$ cat src/rtl/spi_xfer_ctrl_if.sv
// Bus bundle between the APB register file (master side) and spi_xfer_ctrl (slave side).
//
// Request side (driven by the master):
//   start        request one character transfer
//   abort        terminate the transfer in progress
//   divider      half SCLK period minus 1, in pclk cycles
//   char_len     bits per character, 0 means 8
//   lsb          1 = LSB first, 0 = MSB first
//   cpol         SCLK idle level
//   tx_data      character to send
//   miso_pad_i   serial input from the pad
// Result side (driven by the controller):
//   transfer_en  one-cycle launch strobe to the MOSI generator
//   trx          TX shift register, read by the MOSI generator
//   sclk_pad_o   serial clock pad
//   ss_pad_o     slave select pad, active low
//   busy         transfer in progress
//   done         one-cycle completion pulse
//   rx_data      received character, right-aligned
interface spi_xfer_ctrl_if #(
  parameter int unsigned DIV_W = 8
);
  logic             start;
  logic             abort;
  logic [DIV_W-1:0] divider;
  logic [2:0]       char_len;
  logic             lsb;
  logic             cpol;
  logic [7:0]       tx_data;
  logic             miso_pad_i;

  logic             transfer_en;
  logic [7:0]       trx;
  logic             sclk_pad_o;
  logic             ss_pad_o;
  logic             busy;
  logic             done;
  logic [7:0]       rx_data;

  modport master (
    output start, abort, divider, char_len, lsb, cpol, tx_data, miso_pad_i,
    input  transfer_en, trx, sclk_pad_o, ss_pad_o, busy, done, rx_data
  );

  modport slave (
    input  start, abort, divider, char_len, lsb, cpol, tx_data, miso_pad_i,
    output transfer_en, trx, sclk_pad_o, ss_pad_o, busy, done, rx_data
  );
endinterface

$ cat src/rtl/spi_xfer_ctrl.sv
// SPI character transfer sequencer (1..8 bits per character).
//
// Owns the divided serial clock, slave select, bit counter and TX shift register. Each bit is
// launched by a one-cycle transfer_en strobe; the external MOSI generator captures the pre-shift
// bit of trx on the edge that ends the strobe cycle, and trx shifts on that same edge. MISO is
// sampled on the leading SCLK edge and placed into a right-aligned receive register.
//
// Ports:
//   pclk    system clock, rising edge
//   preset  asynchronous active-high reset
//   bus     spi_xfer_ctrl_if slave modport (request inputs, SCLK/SS/strobe/result outputs)
//
// Cycle budget per character: 1 (setup) + 2*N*(D+1) (lead/trail halves) + (D+1) (ss hold).
// The strobe for bit b>0 is issued in the last trail cycle of bit b-1, so MOSI is stable for the
// whole lead half of bit b, even when D=0.
module spi_xfer_ctrl #(
  parameter int unsigned DIV_W = 8
) (
  input logic            pclk,
  input logic            preset,
  spi_xfer_ctrl_if.slave bus
);

  typedef enum logic [2:0] {
    StIdle,
    StSetup,
    StLead,
    StTrail,
    StHold
  } state_e;

  state_e           state_q, state_d;
  logic [DIV_W-1:0] cnt_q, cnt_d;
  logic [DIV_W-1:0] div_q, div_d;
  logic [3:0]       bits_left_q, bits_left_d;
  logic [3:0]       n_len_q, n_len_d;
  logic             lsb_q, lsb_d;
  logic             cpol_q, cpol_d;
  logic [7:0]       trx_q, trx_d;
  logic [7:0]       rx_sr_q, rx_sr_d;
  logic [7:0]       rx_data_q, rx_data_d;
  logic             te_q, te_d;
  logic             sclk_q, sclk_d;
  logic             ss_q, ss_d;
  logic             busy_q, busy_d;
  logic             done_q, done_d;

  logic             cnt_at_div;
  logic             cnt_last_next;
  logic             more_bits;
  logic [3:0]       start_len;
  logic [3:0]       rx_idx;
  logic [7:0]       trx_shifted;

  assign cnt_at_div    = (cnt_q == div_q);
  // True when the following cycle is the final one of the current half period.
  assign cnt_last_next = (({1'b0, cnt_q} + 1'b1) == {1'b0, div_q});
  assign more_bits     = (bits_left_q > 4'd1);
  assign start_len     = (bus.char_len == 3'd0) ? 4'd8 : {1'b0, bus.char_len};
  // bits_left = N-k while receiving bit k.
  assign rx_idx        = lsb_q ? (n_len_q - bits_left_q) : (bits_left_q - 4'd1);
  assign trx_shifted   = lsb_q ? (trx_q >> 1) : (trx_q << 1);

  always_comb begin
    state_d     = state_q;
    cnt_d       = cnt_q;
    div_d       = div_q;
    bits_left_d = bits_left_q;
    n_len_d     = n_len_q;
    lsb_d       = lsb_q;
    cpol_d      = cpol_q;
    trx_d       = trx_q;
    rx_sr_d     = rx_sr_q;
    rx_data_d   = rx_data_q;
    te_d        = 1'b0;
    sclk_d      = sclk_q;
    ss_d        = ss_q;
    busy_d      = busy_q;
    done_d      = 1'b0;

    // The MOSI generator has taken the pre-shift bit on this edge.
    if (te_q) begin
      trx_d = trx_shifted;
    end

    unique case (state_q)
      StIdle: begin
        ss_d   = 1'b1;
        sclk_d = bus.cpol;
        busy_d = 1'b0;
        if (bus.start) begin
          div_d       = bus.divider;
          n_len_d     = start_len;
          bits_left_d = start_len;
          lsb_d       = bus.lsb;
          cpol_d      = bus.cpol;
          trx_d       = bus.tx_data;
          rx_sr_d     = 8'h00;
          cnt_d       = '0;
          ss_d        = 1'b0;
          busy_d      = 1'b1;
          te_d        = 1'b1;
          state_d     = StSetup;
        end
      end

      StSetup: begin
        cnt_d   = '0;
        state_d = StLead;
      end

      StLead: begin
        if (cnt_at_div) begin
          sclk_d          = ~cpol_q;
          rx_sr_d[rx_idx[2:0]] = bus.miso_pad_i;
          cnt_d           = '0;
          state_d         = StTrail;
          // With D=0 the trail half is a single cycle, so the next strobe starts right away.
          te_d            = more_bits && (div_q == '0);
        end else begin
          cnt_d = cnt_q + 1'b1;
        end
      end

      StTrail: begin
        te_d = more_bits && cnt_last_next;
        if (cnt_at_div) begin
          sclk_d = cpol_q;
          cnt_d  = '0;
          if (more_bits) begin
            bits_left_d = bits_left_q - 4'd1;
            state_d     = StLead;
          end else begin
            state_d = StHold;
          end
        end else begin
          cnt_d = cnt_q + 1'b1;
        end
      end

      StHold: begin
        if (cnt_at_div) begin
          ss_d      = 1'b1;
          rx_data_d = rx_sr_q;
          done_d    = 1'b1;
          busy_d    = 1'b0;
          cnt_d     = '0;
          state_d   = StIdle;
        end else begin
          cnt_d = cnt_q + 1'b1;
        end
      end

      default: begin
        state_d = StIdle;
      end
    endcase

    // Abort only matters outside IDLE, so start wins when both arrive in IDLE.
    if (bus.abort && (state_q != StIdle)) begin
      state_d   = StIdle;
      ss_d      = 1'b1;
      sclk_d    = cpol_q;
      te_d      = 1'b0;
      busy_d    = 1'b0;
      done_d    = 1'b0;
      cnt_d     = '0;
      rx_data_d = rx_data_q;
    end
  end

  always_ff @(posedge pclk or posedge preset) begin
    if (preset) begin
      state_q     <= StIdle;
      cnt_q       <= '0;
      div_q       <= '0;
      bits_left_q <= 4'd0;
      n_len_q     <= 4'd0;
      lsb_q       <= 1'b0;
      cpol_q      <= 1'b0;
      trx_q       <= 8'h00;
      rx_sr_q     <= 8'h00;
      rx_data_q   <= 8'h00;
      te_q        <= 1'b0;
      sclk_q      <= 1'b0;
      ss_q        <= 1'b1;
      busy_q      <= 1'b0;
      done_q      <= 1'b0;
    end else begin
      state_q     <= state_d;
      cnt_q       <= cnt_d;
      div_q       <= div_d;
      bits_left_q <= bits_left_d;
      n_len_q     <= n_len_d;
      lsb_q       <= lsb_d;
      cpol_q      <= cpol_d;
      trx_q       <= trx_d;
      rx_sr_q     <= rx_sr_d;
      rx_data_q   <= rx_data_d;
      te_q        <= te_d;
      sclk_q      <= sclk_d;
      ss_q        <= ss_d;
      busy_q      <= busy_d;
      done_q      <= done_d;
    end
  end

  assign bus.transfer_en = te_q;
  assign bus.trx         = trx_q;
  assign bus.sclk_pad_o  = sclk_q;
  assign bus.ss_pad_o    = ss_q;
  assign bus.busy        = busy_q;
  assign bus.done        = done_q;
  assign bus.rx_data     = rx_data_q;

endmodule

$ cat src/flat_wrapper.sv
// flat-port wrapper written by rule: the top's interface ports become plain ports
module spi_xfer_ctrl_flat 
#(
  parameter int unsigned DIV_W = 8
)
  (pclk, preset, bus_start, bus_abort, bus_divider, bus_char_len, bus_lsb, bus_cpol, bus_tx_data, bus_miso_pad_i, bus_transfer_en, bus_trx, bus_sclk_pad_o, bus_ss_pad_o, bus_busy, bus_done, bus_rx_data);
  spi_xfer_ctrl_if #(.DIV_W(DIV_W)) bus_i ();
  input logic pclk;
  input logic preset;
  input wire logic [$bits(bus_i.start)-1:0] bus_start;
  input wire logic [$bits(bus_i.abort)-1:0] bus_abort;
  input wire logic [$bits(bus_i.divider)-1:0] bus_divider;
  input wire logic [$bits(bus_i.char_len)-1:0] bus_char_len;
  input wire logic [$bits(bus_i.lsb)-1:0] bus_lsb;
  input wire logic [$bits(bus_i.cpol)-1:0] bus_cpol;
  input wire logic [$bits(bus_i.tx_data)-1:0] bus_tx_data;
  input wire logic [$bits(bus_i.miso_pad_i)-1:0] bus_miso_pad_i;
  output wire logic [$bits(bus_i.transfer_en)-1:0] bus_transfer_en;
  output wire logic [$bits(bus_i.trx)-1:0] bus_trx;
  output wire logic [$bits(bus_i.sclk_pad_o)-1:0] bus_sclk_pad_o;
  output wire logic [$bits(bus_i.ss_pad_o)-1:0] bus_ss_pad_o;
  output wire logic [$bits(bus_i.busy)-1:0] bus_busy;
  output wire logic [$bits(bus_i.done)-1:0] bus_done;
  output wire logic [$bits(bus_i.rx_data)-1:0] bus_rx_data;
  assign bus_i.start = bus_start;
  assign bus_i.abort = bus_abort;
  assign bus_i.divider = bus_divider;
  assign bus_i.char_len = bus_char_len;
  assign bus_i.lsb = bus_lsb;
  assign bus_i.cpol = bus_cpol;
  assign bus_i.tx_data = bus_tx_data;
  assign bus_i.miso_pad_i = bus_miso_pad_i;
  assign bus_transfer_en = bus_i.transfer_en;
  assign bus_trx = bus_i.trx;
  assign bus_sclk_pad_o = bus_i.sclk_pad_o;
  assign bus_ss_pad_o = bus_i.ss_pad_o;
  assign bus_busy = bus_i.busy;
  assign bus_done = bus_i.done;
  assign bus_rx_data = bus_i.rx_data;
  spi_xfer_ctrl #(.DIV_W(DIV_W)) u_core (.pclk(pclk), .preset(preset), .bus(bus_i));
endmodule
$ cat config.mk
export PLATFORM = sky130hd
export DESIGN_NAME = spi_xfer_ctrl_flat
export DESIGN_NICKNAME = d
export VERILOG_FILES = /design/src/rtl/spi_xfer_ctrl_if.sv /design/src/rtl/spi_xfer_ctrl.sv /design/src/flat_wrapper.sv
export SDC_FILE = /design/constraint.sdc
export NUM_CORES = 1
export LEC_CHECK = 0
export CORE_ASPECT_RATIO = 0.75
export CORE_MARGIN = 2
export CORE_UTILIZATION = 59
export CTS_CLUSTER_DIAMETER = 40
export DETAILED_ROUTE_END_ITERATION = 7
export HOLD_SLACK_MARGIN = 0.03
export PLACE_DENSITY = 0.85
export SYNTH_ARGS = -nofsm -noshare
export SYNTH_HDL_FRONTEND = slang
export SYNTH_SLANG_ARGS = --single-unit
$ cat constraint.sdc
create_clock -name pclk -period 5.1 [get_ports pclk]
set_input_delay 1.275 -clock pclk [delete_from_list [all_inputs] [get_ports pclk]]
set_output_delay 1.275 -clock pclk [all_outputs]
set_load 0.01 [all_outputs]
* Word-level counts from Yosys, hierarchy flattened *
Cells that the tools add are included.

word-level totals
  register bits after elaboration = 57
  bits in latches = 0
  bits in writable memories = 0
  ROM bits = 0
  output and inout port bits = 21
  memories = 0

cells by class
  $add $sub $neg = 4
  multiply operators = 0
  divide/modulo/power cells = 0
  magnitude comparators = 3
  equal/unequal tests = 14
  shifts and indexed selects = 0
  multiplexer cells = 44
  bitwise gates (word level) = 2
  reduce and logical (&&, ||, !) cells = 22

operators with widths
  operator               count
  $mux W8                8
  $pmux W8 S3            1
  $mux W3                7
  $mux W4                4
  $pmux W8 S2            1
  $mux W1                15
  $pmux W3 S5            1
  $add A8 B1 Y9 const B  1
  $eq A9 B8 Y1           1
  $ne A3 B1 Y1 const B   3
  $reduce_and A3 Y1      3
  $add A8 B1 Y8 const B  1
  $bwmux W8              1
  $eq A8 B8 Y1           1
  $logic_not A8 Y1       1
  $pmux W4 S2            1
  $reduce_and A4 Y1      2
  $reduce_bool A4 Y1     2
  $eq A3 B2 Y1 const B   2
  $logic_not A3 Y1       2
  $ne A2 B1 Y1 const B   3
  $pmux W1 S3            2
  $reduce_and A2 Y1      3
  $reduce_bool A3 Y1     2
  15 further kinds       21

* Logic depth before layout (Yosys ltp) *
Gate-level depths: netlist of run 1.

  depth in word-level cells = 9
  mapped depth = 9

* Least setup slack after synthesis of run 1 *
Ideal clock, no wire load.

  path kind = input to register
  from = input port bus_abort
  to = register u_core.sclk_q (netlist: u_core.bus.sclk_pad_o)
  setup time = 0.125 ns
  data arrival time = 2.220 ns
  setup slack = 2.755 ns
  stages = 6
  buffers on the path = 1
  cell sequence = clkbuf_1 > inv_1 > a21o_1 > a22oi_1 > nand3_1 > mux2_2

between the ends
  longest elaborated chain between the ends = 3
  elaborated cells on any way between the ends = 6

ends and longest elaborated chain
  item                                                          RTL line              source
  from (decl)                                                   flat_wrapper.sv:11    input wire logic [$bits(bus_i.abort)-1:0] bus_abort;
  $logic_and A1 B1 Y1 (*)                                       spi_xfer_ctrl.sv:160  if (bus.abort && (state_q != StIdle)) begin
  $ne A3 B1 Y1 (no line) or $reduce_bool A4 Y1 (tied branches)  --
  $reduce_and A3 Y1 (no line)                                   --
  to (signal assigned)                                          spi_xfer_ctrl.sv:201  sclk_q <= sclk_d;
  to (decl)                                                     spi_xfer_ctrl.sv:43   logic sclk_q, sclk_d;

Mark *: on every way between the ends. The rest lies on a longest branch, timed or not.
A chain may end at the register's enable or synchronous reset.

* Worst setup path in the final report of run 1 *
  from = input port bus_start
  to = register u_core.rx_sr_q[7]

between the ends
  longest elaborated chain between the ends = 2

ends and longest elaborated chain
  item                         RTL line              source
  from (decl)                  flat_wrapper.sv:10    input wire logic [$bits(bus_i.start)-1:0] bus_start;
  $ne A2 B2 Y1 (no line)       --
  $reduce_and A3 Y1 (no line)  --
  to (signal assigned)         spi_xfer_ctrl.sv:198  rx_sr_q <= rx_sr_d;
  to (decl)                    spi_xfer_ctrl.sv:40   logic [7:0] rx_sr_q, rx_sr_d;

Every way passes these cells.

==> results.json, run 1 <==
{
  "status": "finished, final reports clean",
  "antenna_left": 0,
  "worstReg2RegStart": "u_core.bits_left_q[0]",
  "async_reset_ff_share_pct": 100.0,
  "r2r-end": "u_core.rx_sr_q[6]",
  "wl_mm": 7.643,
  "cts_max_path_buffers": 2,
  "ys_types": 55,
  "crit_required_ns": 5.33,
  "coreArea_um2": 5381,
  "grt_remaining_overflow": 0,
  "cpLargestDelayFamily": "buffers and inverters",
  "yosys_most_used_dff": "dfrtp_1",
  "power_density_nw_per_um2": 446.0,
  "cp_cell_sequence": "clkdlybuf4s50_1, nor4b_4, buf_4, o22ai_1, a22o_1",
  "yosys.area.top_type_share_pct": 42.23,
  "netlist_area_um2": 3318,
  "ir_worst_vdd_mv": 0.3059,
  "first_iter_violations": 306,
  "skew_ns": 0.01063,
  "hpwl_mm": 5.371,
  "rsz0062_at_grt": "no",
  "setup_viol": 0,
  "worstSkewPairLatency_ns": 0.35,
  "grt_pass1_vias": 2521,
  "synthTopCellsByArea": "dfrtp_1 42%, nand2_1 7.2%, o21ai_0 4.1%, mux2_4 3.6%, a21oi_1 3.2%",
  "cts_tree": "built",
  "drv_cap": 0,
  "numPortBuffers": 46,
  "min_to": "u_core.n_len_q[2]",
  "drive_gt1_share_pct": 8.458,
  "top_layer": "met4",
  "io_pins": 47,
  "clockRootBuffer": "clkbuf_8",
  "wl_met3_um": 625,
  "clock_sinks": 57,
  "syn_avg_cell_area_um2": 9.066,
  "hold_start": "u_core.n_len_q[2]",
  "start_kind": "input port",
  "die_area_um2": 6246,
  "wl_per_cell_um": 16.02,
  "place_inst": 462,
  "synth_edf_count": 0,
  "cts.htree.levels": 3,
  "end_kind": "flip-flop",
  "leakagePower_nw": 1.735,
  "antenna_found_initial": 0,
  "synth-seq-cells": 57,
  "hold_class": "reg2reg",
  "first_pass_iters": 5,
  "crit_cells": 5,
  "wirelength_met1_mm": 3.561,
  "fin_tns_setup_ns": 0,
  "start_util_pct": 61.66,
  "syn_inst": 366,
  "vias": 2876,
  "grt_pass1_wl_mm": 12.22,
  "areaGrowthSynthToFinish_pct": 19.87,
  "min_period_ns": 2.948,
  "multiInputGateArea_um2": 1725,
  "via_per_inst": 6.029,
  "fillers": 404,
  "cts-buffers-inserted": 9,
  "ys_seq_area_share_pct": 43.02,
  "min_path_cells": 2,
  "cts_resized": 0,
  "final_nets": 429,
  "yosysTopAreaCell": "dfrtp_1",
  "maxSlewViolCount": 0,
  "regArea_um2": 1428,
  "finalHoldViolCount": 0,
  "fin_hold_ws_ns": 0.5006,
  "setup.worst_path.class": "in2reg",
  "worst_slew_pin_slew_ns": 0.9817,
  "syn_nets": 397,
  "drc": 0,
  "r2r_cells": 7,
  "n_antenna_cell": 0,
  "fmax_mhz": 339.2,
  "route.met2.wl_mm": 3.350,
  "cts.clk_slew.worst_paths_ns": 0.06,
  "gp_congestion": 0.9833,
  "die_y_um": 68.95,
  "post_cts_buffers": 0,
  "fp.dieW_um": 90.60,
  "postCtsHoldBufs": 0,
  "arrival_ns": 3.18,
  "crit_fanout": 18,
  "stdcell_count": 477,
  "rows": 23,
  "max_slew_margin_pct": 34.36,
  "grt_util_all_layers_pct": 25.70,
  "crit_path_max_incr_delay_ns": 0.68,
  "grt_max_degree": 47,
  "crit_buf_inv": 2,
  "yosysWarnings": 0,
  "finalCritPeriodShare_pct": 57.81,
  "ff2ff_setup_slack_ns": 2.61,
  "crit_path_top_delay_cell": "nor4b_4"
}
-- placed cells by master, fill, tap and decap left out, types with 2 or more instances in the layout --
master,count
and3_1,6
o22ai_1,8
bufinv_16,2
a31oi_1,10
a22o_1,7
buf_4,2
clkdlybuf4s50_1,46
nor4_1,4
ha_1,4
nand3_1,10
dfrtp_1,56
nor3b_1,4
clkbuf_1,2
nand3b_1,2
nor3_1,6
o31a_1,2
o21ai_0,27
a21oi_1,21
a2bb2oi_1,2
nand2_1,64
nand4_1,5
mux2_4,8
or3_1,3
o2bb2ai_1,2
o211ai_1,5
mux2_2,2
xnor2_1,8
nor2b_1,6
clkbuf_8,10
mux2i_1,8
nand2b_1,7
a22oi_1,3
nor2_1,11
xor2_1,6
inv_1,11
-- worst max-delay path by stage --
stage                          from               endpoint
after floorplan              preset  u_core.bits_left_q[0]
after global placement    bus_start      u_core.rx_sr_q[7]
after detailed placement  bus_start      u_core.rx_sr_q[7]
after CTS                 bus_start      u_core.rx_sr_q[7]
after global routing      bus_start      u_core.rx_sr_q[5]
final                     bus_start      u_core.rx_sr_q[7]
-- power by group --
part	switching, mW	internal (mW)	total [mW]	leakage [nW]
logic	0.352	0.301	0.652	0.887
registers	0.123	0.535	0.658	0.741
clock network	0.178	0.285	0.464	0.106
total	0.653	1.12	1.77	1.73
-- sequential cells by signal (all words and copies together) (netlist names) --
signal,flops
u_core.bus.done,1
u_core.div_q,8
u_core.state_q,3
u_core.bus.trx,8
u_core.bus.rx_data,8
u_core.cpol_q,1
u_core.cnt_q,8
u_core.bus.ss_pad_o,1
u_core.lsb_q,1
u_core.bus.busy,1
u_core.rx_sr_q,8
u_core.bus.transfer_en,1
u_core.bus.sclk_pad_o,1
u_core.bits_left_q,4
u_core.n_len_q,3
-- per-stage QoR --
| step | setup WS [ns] | util [%] | area [um^2] | power [mW] |
|---|---|---|---|---|
| 2_1_floorplan | 2.427 | - | 3318 | 1.097 |
| 3_3_place_gp | 1.840 | 70.01 | 3767 | 1.272 |
| 3_5_place_dp | 1.802 | 70.01 | 3767 | 1.299 |
| 4_1_cts | 2.166 | 73.91 | 3978 | 1.768 |
| 5_1_grt | 2.038 | 73.91 | 3978 | 1.876 |
| 6_report | 2.152 | 73.91 | 3978 | 1.774 |
-- worst reg2reg max path: cells and delay by family (launching register included) --
family,cells,cell delay [ns]
fa+ha+maj,1,0.29
simple gates,3,0.51
buf+inv,1,0.20
flops,1,0.52
compound gates,2,0.85
-- layout make-up --
class	instances	area share, %
clock inverter	3	1.636
timing repair buffer	48	11.95
sequential	57	35.89
multi-input combinational	270	43.38
tap	75	2.359
inverter	12	1.132
clock buffer	12	3.649
-- cells in the mapped netlist, drive strengths merged, types with 2 or more instances --
master / n
a21oi: 21
a22o: 7
a22oi: 3
a2bb2oi: 2
a31oi: 10
and3: 6
buf: 12
clkbuf: 15
dfrtp: 56
ha: 4
inv: 12
mux2: 10
mux2i: 8
nand2: 65
nand2b: 7
nand3: 10
nand3b: 2
nand4: 5
nor2: 11
nor2b: 6
nor3: 6
nor3b: 4
nor4: 4
o211ai: 5
o21ai: 27
o22ai: 8
o2bb2ai: 2
o311ai: 2
o31a: 2
or3: 3
xnor2: 9
xor2: 6
-- per-layer routing --
layer	GRT usage [%]	vias up
met2	37.41	132
met5	0	-
met4	12.12	0
li1	-	1380
met3	7.283	13
met1	35.87	1351
-- cells by family after synthesis --
| kind of cell | share of synthesized area (%) |
|---|---|
| flops | 43.02 |
| mux | 6.712 |
| simple gates | 19.83 |
| xor+xnor | 4.186 |
| fa+ha+maj | 2.112 |
| buf+inv | 5.241 |
| compound gates | 18.89 |
Note: power is estimated with default switching activity, not from simulation.
==> run 2: changes to the inputs <==
--- a/config.mk
+++ b/config.mk
@@ -7,11 +7,11 @@
 export LEC_CHECK = 0
 export CORE_ASPECT_RATIO = 0.75
 export CORE_MARGIN = 2
-export CORE_UTILIZATION = 59
+export CORE_UTILIZATION = 50
 export CTS_CLUSTER_DIAMETER = 40
 export DETAILED_ROUTE_END_ITERATION = 7
 export HOLD_SLACK_MARGIN = 0.03
-export PLACE_DENSITY = 0.85
+export PLACE_DENSITY = 0.77
 export SYNTH_ARGS = -nofsm -noshare
 export SYNTH_HDL_FRONTEND = slang
 export SYNTH_SLANG_ARGS = --single-unit
==> constraint.sdc (replaced) <==
create_clock -name pclk -period 2.4 [get_ports pclk]
set_input_delay 0.6 -clock pclk [delete_from_list [all_inputs] [get_ports pclk]]
set_output_delay 0.6 -clock pclk [all_outputs]
set_load 0.01 [all_outputs]
==> run 2 against run 1 <==
Final cell count rose by 4.4%. Sequential share of layout area fell by 1.1 points. Critical path type is now reg2reg. Highest routed layer unchanged. Cell area rose by 3.2%.
==> results.json, run 2 (same netlist as run 1, synthesis figures left out) <==
{
  "setup_viol": 0,
  "coreArea_um2": 6350,
  "leakagePower_nw": 1.792,
  "cpLargestDelayFamily": "adder cells",
  "crit_fanout": 10,
  "power_density_nw_per_um2": 925.3,
  "finalCritPeriodShare_pct": 93.63,
  "min_period_ns": 2.247,
  "setup.worst_path.class": "reg2reg",
  "die_area_um2": 7311,
  "hold_class": "reg2reg",
  "grt_util_all_layers_pct": 23.77,
  "route.met2.wl_mm": 3.476,
  "crit_path_top_delay_cell": "mux2_2",
  "r2r-end": "u_core.rx_sr_q[7]",
  "worst_path_most_repeated_cell": "inv_1",
  "cts_resized": 0,
  "crit_start": "u_core.n_len_q[0]",
  "cts-buffers-inserted": 9,
  "final_nets": 443,
  "status": "finished, final reports clean",
  "cts_max_path_buffers": 2,
  "start_util_pct": 52.26,
  "first_pass_iters": 5,
  "ff2ff_setup_slack_ns": 0.15,
  "top_layer": "met4",
  "arrival_ns": 2.50,
  "finalHoldViolCount": 0,
  "r2r_cells": 9,
  "drv_cap": 0,
  "fp.dieW_um": 98.07,
  "crit_path_max_incr_delay_ns": 0.45,
  "worst_slew_pin_slew_ns": 0.4368,
  "n_antenna_cell": 0,
  "worstSkewPairLatency_ns": 0.36,
  "via_per_inst": 5.793,
  "io_pins": 47,
  "cts.clk_slew.worst_paths_ns": 0.08,
  "ir_worst_vdd_mv": 0.5483,
  "worstReg2RegStart": "u_core.n_len_q[0]",
  "wl_mm": 7.991,
  "crit_required_ns": 2.65,
  "drc": 0,
  "crit_buf_inv": 2,
  "wl_per_cell_um": 16.05,
  "wl_met3_um": 595,
  "drive_gt1_share_pct": 12.23,
  "mostFrequentLayoutCell": "nand2_1",
  "skew_ns": 0.009117,
  "post_cts_buffers": 0,
  "end_kind": "flip-flop",
  "cp_cell_sequence": "inv_1, ha_1, inv_1, fa_1, xnor2_1, mux2_2, a21oi_1, o22ai_1, a22o_1",
  "gp_congestion": 0.8842,
  "grt_pass1_wl_mm": 13.60,
  "rsz0062_at_grt": "no",
  "clockRootBuffer": "clkbuf_8",
  "layout_common_cells": "64 x nand2_1, 56 x dfrtp_1, 46 x clkdlybuf4s50_1, 27 x o21ai_0, 21 x a21oi_1",
  "fin_tns_setup_ns": 0,
  "first_iter_violations": 289,
  "fmax_mhz": 445.0,
  "start_kind": "flip-flop",
  "postCtsHoldBufs": 0,
  "critPathCapture": "u_core.rx_sr_q[7]",
  "areaGrowthSynthToFinish_pct": 23.76,
  "antenna_left": 0,
  "max_slew_margin_pct": 70.51,
  "cts_tree": "built",
  "wirelength_met1_mm": 3.825,
  "cts.htree.levels": 3,
  "grt_remaining_overflow": 0,
  "grt_pass1_vias": 2734,
  "setup_ws_ns": 0.1528,
  "dp_slack_ns": 0.1986,
  "antenna_found_initial": 0,
  "rows": 25,
  "hold_start": "u_core.rx_sr_q[5]",
  "crit_cells": 9,
  "vias": 2885,
  "hpwl_mm": 5.592,
  "clock_sinks": 57,
  "grt_max_degree": 42,
  "die_y_um": 74.55,
  "maxSlewViolCount": 0,
  "numPortBuffers": 46
}
run 2: layout make-up:
class / instances / area (um^2)
Clock buffer: 9 / 123.9
Inverter: 12 / 45.04
Clock inverter: 7 / 77.57
Timing Repair Buffer: 62 / 605.6
Tap cell: 81 / 101.3
Sequential cell: 57 / 1428
Fill cell: 510 / 2243
Multi-Input combinational cell: 270 / 1725
run 2: through the flow:
step / cell area, um^2 / power [mW] / std cells / util [%] / hold WS [ns]
floorplan: 3318 / 2.332 / 366 / - / 0.4660
global placement: 3905 / 2.802 / 482 / 61.50 / 0.4887
detailed placement: 3905 / 2.858 / 482 / 61.50 / 0.4879
CTS: 4106 / 3.799 / 498 / 64.67 / 0.5059
global route: 4106 / 4.060 / 498 / 64.67 / 0.5225
finish: 4106 / 3.800 / 498 / 64.67 / 0.5091
run 2: power by group:
group | total, mW | internal [mW] | leakage (nW) | switching [mW]
combinational | 1.52 | 0.709 | 0.962 | 0.812
clock | 0.922 | 0.485 | 0.0885 | 0.438
sequential | 1.36 | 1.14 | 0.741 | 0.219
run 2: routing by layer:
layer / global-route usage [%] / up-vias
met4: 8.642 / 0
met2: 35.92 / 108
li1: - / 1398
met5: 0 / -
met1: 33.29 / 1367
met3: 6.485 / 12
run 2: worst min-delay path by stage:
stage,cells past startpoint,to,slack (ns)
after global routing,1,u_core.bus.rx_data[6],0.52
after floorplan,1,u_core.rx_sr_q[4],0.47
final,1,u_core.rx_sr_q[5],0.51
after detailed placement,1,u_core.rx_sr_q[6],0.49
after CTS,1,u_core.bus.rx_data[1],0.51
after global placement,1,u_core.bus.rx_data[3],0.49
run 2: worst reg2reg max path: cells and delay by family, from the launching register on:
| kind | cells | cell delay, ns |
|---|---|---|
| mux | 1 | 0.45 |
| fa+ha+maj | 2 | 0.53 |
| flops | 1 | 0.36 |
| compound gates | 3 | 0.52 |
| buf+inv | 2 | 0.14 |
| xor+xnor | 1 | 0.16 |
==> run 3: changes to the inputs <==
--- a/config.mk
+++ b/config.mk
@@ -7,11 +7,11 @@
 export LEC_CHECK = 0
 export CORE_ASPECT_RATIO = 0.75
 export CORE_MARGIN = 2
-export CORE_UTILIZATION = 50
+export CORE_UTILIZATION = 59
 export CTS_CLUSTER_DIAMETER = 40
 export DETAILED_ROUTE_END_ITERATION = 7
 export HOLD_SLACK_MARGIN = 0.03
-export PLACE_DENSITY = 0.77
+export PLACE_DENSITY = 0.85
 export SYNTH_ARGS = -nofsm -noshare
 export SYNTH_HDL_FRONTEND = slang
 export SYNTH_SLANG_ARGS = --single-unit
==> constraint.sdc (replaced) <==
create_clock -name pclk -period 2.7 [get_ports pclk]
set_input_delay 0.675 -clock pclk [delete_from_list [all_inputs] [get_ports pclk]]
set_output_delay 0.675 -clock pclk [all_outputs]
set_load 0.01 [all_outputs]
==> run 3 against run 2 <==
Wire length is 2.2% lower. Largest cell class unchanged. Worst setup slack better by 0.14 ns. Critical path type unchanged. Worst hold slack lost 0.0026 ns. Utilization up 11 points.
==> results.json, run 3 (same netlist as run 1, synthesis figures left out) <==
{
  "status": "finished, final reports clean",
  "hpwl_mm": 5.536,
  "drv_cap": 0,
  "layout_common_cells": "64 x nand2_1, 56 x dfrtp_1, 46 x clkdlybuf4s50_1, 27 x o21ai_0, 21 x a21oi_1",
  "end_kind": "flip-flop",
  "coreArea_um2": 5381,
  "fmax_mhz": 415.0,
  "final_nets": 438,
  "n_antenna_cell": 0,
  "drive_gt1_share_pct": 10.92,
  "wl_per_cell_um": 16.04,
  "arrival_ns": 2.64,
  "clockRootBuffer": "clkbuf_8",
  "min_period_ns": 2.410,
  "hold_class": "reg2reg",
  "areaGrowthSynthToFinish_pct": 22.29,
  "vias": 2919,
  "cts.htree.levels": 3,
  "ir_worst_vdd_mv": 0.5199,
  "place_inst": 471,
  "via_per_inst": 5.994,
  "rsz0062_at_grt": "no",
  "die_area_um2": 6246,
  "skew_ns": 0.008227,
  "fin_tns_setup_ns": 0,
  "antenna_found_initial": 0,
  "stdcell_count": 487,
  "fin_hold_ws_ns": 0.5065,
  "first_pass_iters": 5,
  "io_pins": 47,
  "power_density_nw_per_um2": 838.2,
  "worstSkewPairLatency_ns": 0.35,
  "start_kind": "flip-flop",
  "crit_required_ns": 2.93,
  "numPortBuffers": 46,
  "grt_max_degree": 37,
  "clock_sinks": 57,
  "cts_tree": "built",
  "setup.worst_path.class": "reg2reg",
  "cts-buffers-inserted": 9,
  "finalCritPeriodShare_pct": 89.26,
  "finalHoldViolCount": 0,
  "mostFrequentLayoutCell": "nand2_1",
  "crit_fanout": 10,
  "gp_congestion": 0.9615,
  "grt_pass1_vias": 2630,
  "grt_remaining_overflow": 0,
  "post_cts_buffers": 0,
  "postCtsHoldBufs": 0,
  "start_util_pct": 61.66,
  "fp.dieW_um": 90.60,
  "first_iter_violations": 205,
  "maxSlewViolCount": 0,
  "setup_viol": 0,
  "fin_util_pct": 75.40,
  "cts_resized": 0,
  "min_path_cells": 2,
  "drc": 0,
  "r2r_cells": 8,
  "wl_mm": 7.813,
  "grt_pass1_wl_mm": 12.99,
  "cts_max_path_buffers": 2,
  "grt_util_all_layers_pct": 27.08,
  "rows": 23,
  "max_slew_margin_pct": 49.81,
  "cts.clk_slew.worst_paths_ns": 0.07,
  "worst_slew_pin_slew_ns": 0.7528,
  "leakagePower_nw": 1.783,
  "antenna_left": 0,
  "die_y_um": 68.95
}
## run 3: changes by cell type in the layout (fill, tap and decap cells not counted)
| cell | change |
|---|---|
| clkinvlp_4 | -3 |
| clkbuf_1 | +1 |
| bufinv_16 | +1 |
| clkinv_2 | +3 |
| inv_6 | -2 |
| buf_4 | -4 |
| buf_12 | -1 |
## run 3: worst max-delay path, stage by stage (launching register included)
cell and delay [ns]:
dfrtp_1 0.52, ha_1 0.21, inv_1 0.05, fa_1 0.37, xnor2_1 0.20, mux2_2 0.45, a21oi_1 0.15, o22ai_1 0.12
a22o_1 0.22
## run 3: through the flow
stage	area (um^2)	setup slack (ns)	total power [mW]
finish	4058	0.2901	3.401
global route	4058	0.1204	3.608
CTS	4058	0.3080	3.388
detailed placement	3847	0.3766	2.502
global placement	3847	0.3809	2.455
floorplan	3318	0.5412	2.073
## run 3: area by class of cell
type | count | area (um^2)
flip-flops and latches | 57 | 1428
clock buffers | 10 | 127.6
fillers | 398 | 1324
multi-input cells | 270 | 1725
inverters | 12 | 45.04
well taps | 75 | 93.84
clock inverters | 6 | 82.58
repair buffers | 57 | 555.5
## run 3: per-layer routing
layer | part of all wire (%) | up-vias | global-route usage, %
li1 | - | 1397 | -
met2 | 42 | 140 | 39.83
met4 | 2.2 | 0 | 9.231
met3 | 8.7 | 17 | 8.478
met5 | 0 | - | 0
met1 | 47 | 1365 | 38.21
## run 3: path summary, 6_finish.rpt
kind / to / startpoint / slack (ns)
setup reg to reg: u_core.rx_sr_q[6] / u_core.bits_left_q[0] / 0.29
setup / recovery: u_core.rx_sr_q[6] / u_core.bits_left_q[0] / 0.29
min in group asynchronous: u_core.cnt_q[0] / preset / 0.66
hold / removal: u_core.n_len_q[2] / u_core.n_len_q[2] / 0.51
max in group asynchronous: u_core.div_q[2] / preset / 1.48
hold reg to reg: u_core.n_len_q[2] / u_core.n_len_q[2] / 0.51
## run 3: power breakdown
part | leakage, nW | switching (mW) | internal (mW) | total [mW]
registers | 0.741 | 0.230 | 1.01 | 1.24
clock network | 0.106 | 0.354 | 0.514 | 0.868
logic | 0.936 | 0.686 | 0.606 | 1.29
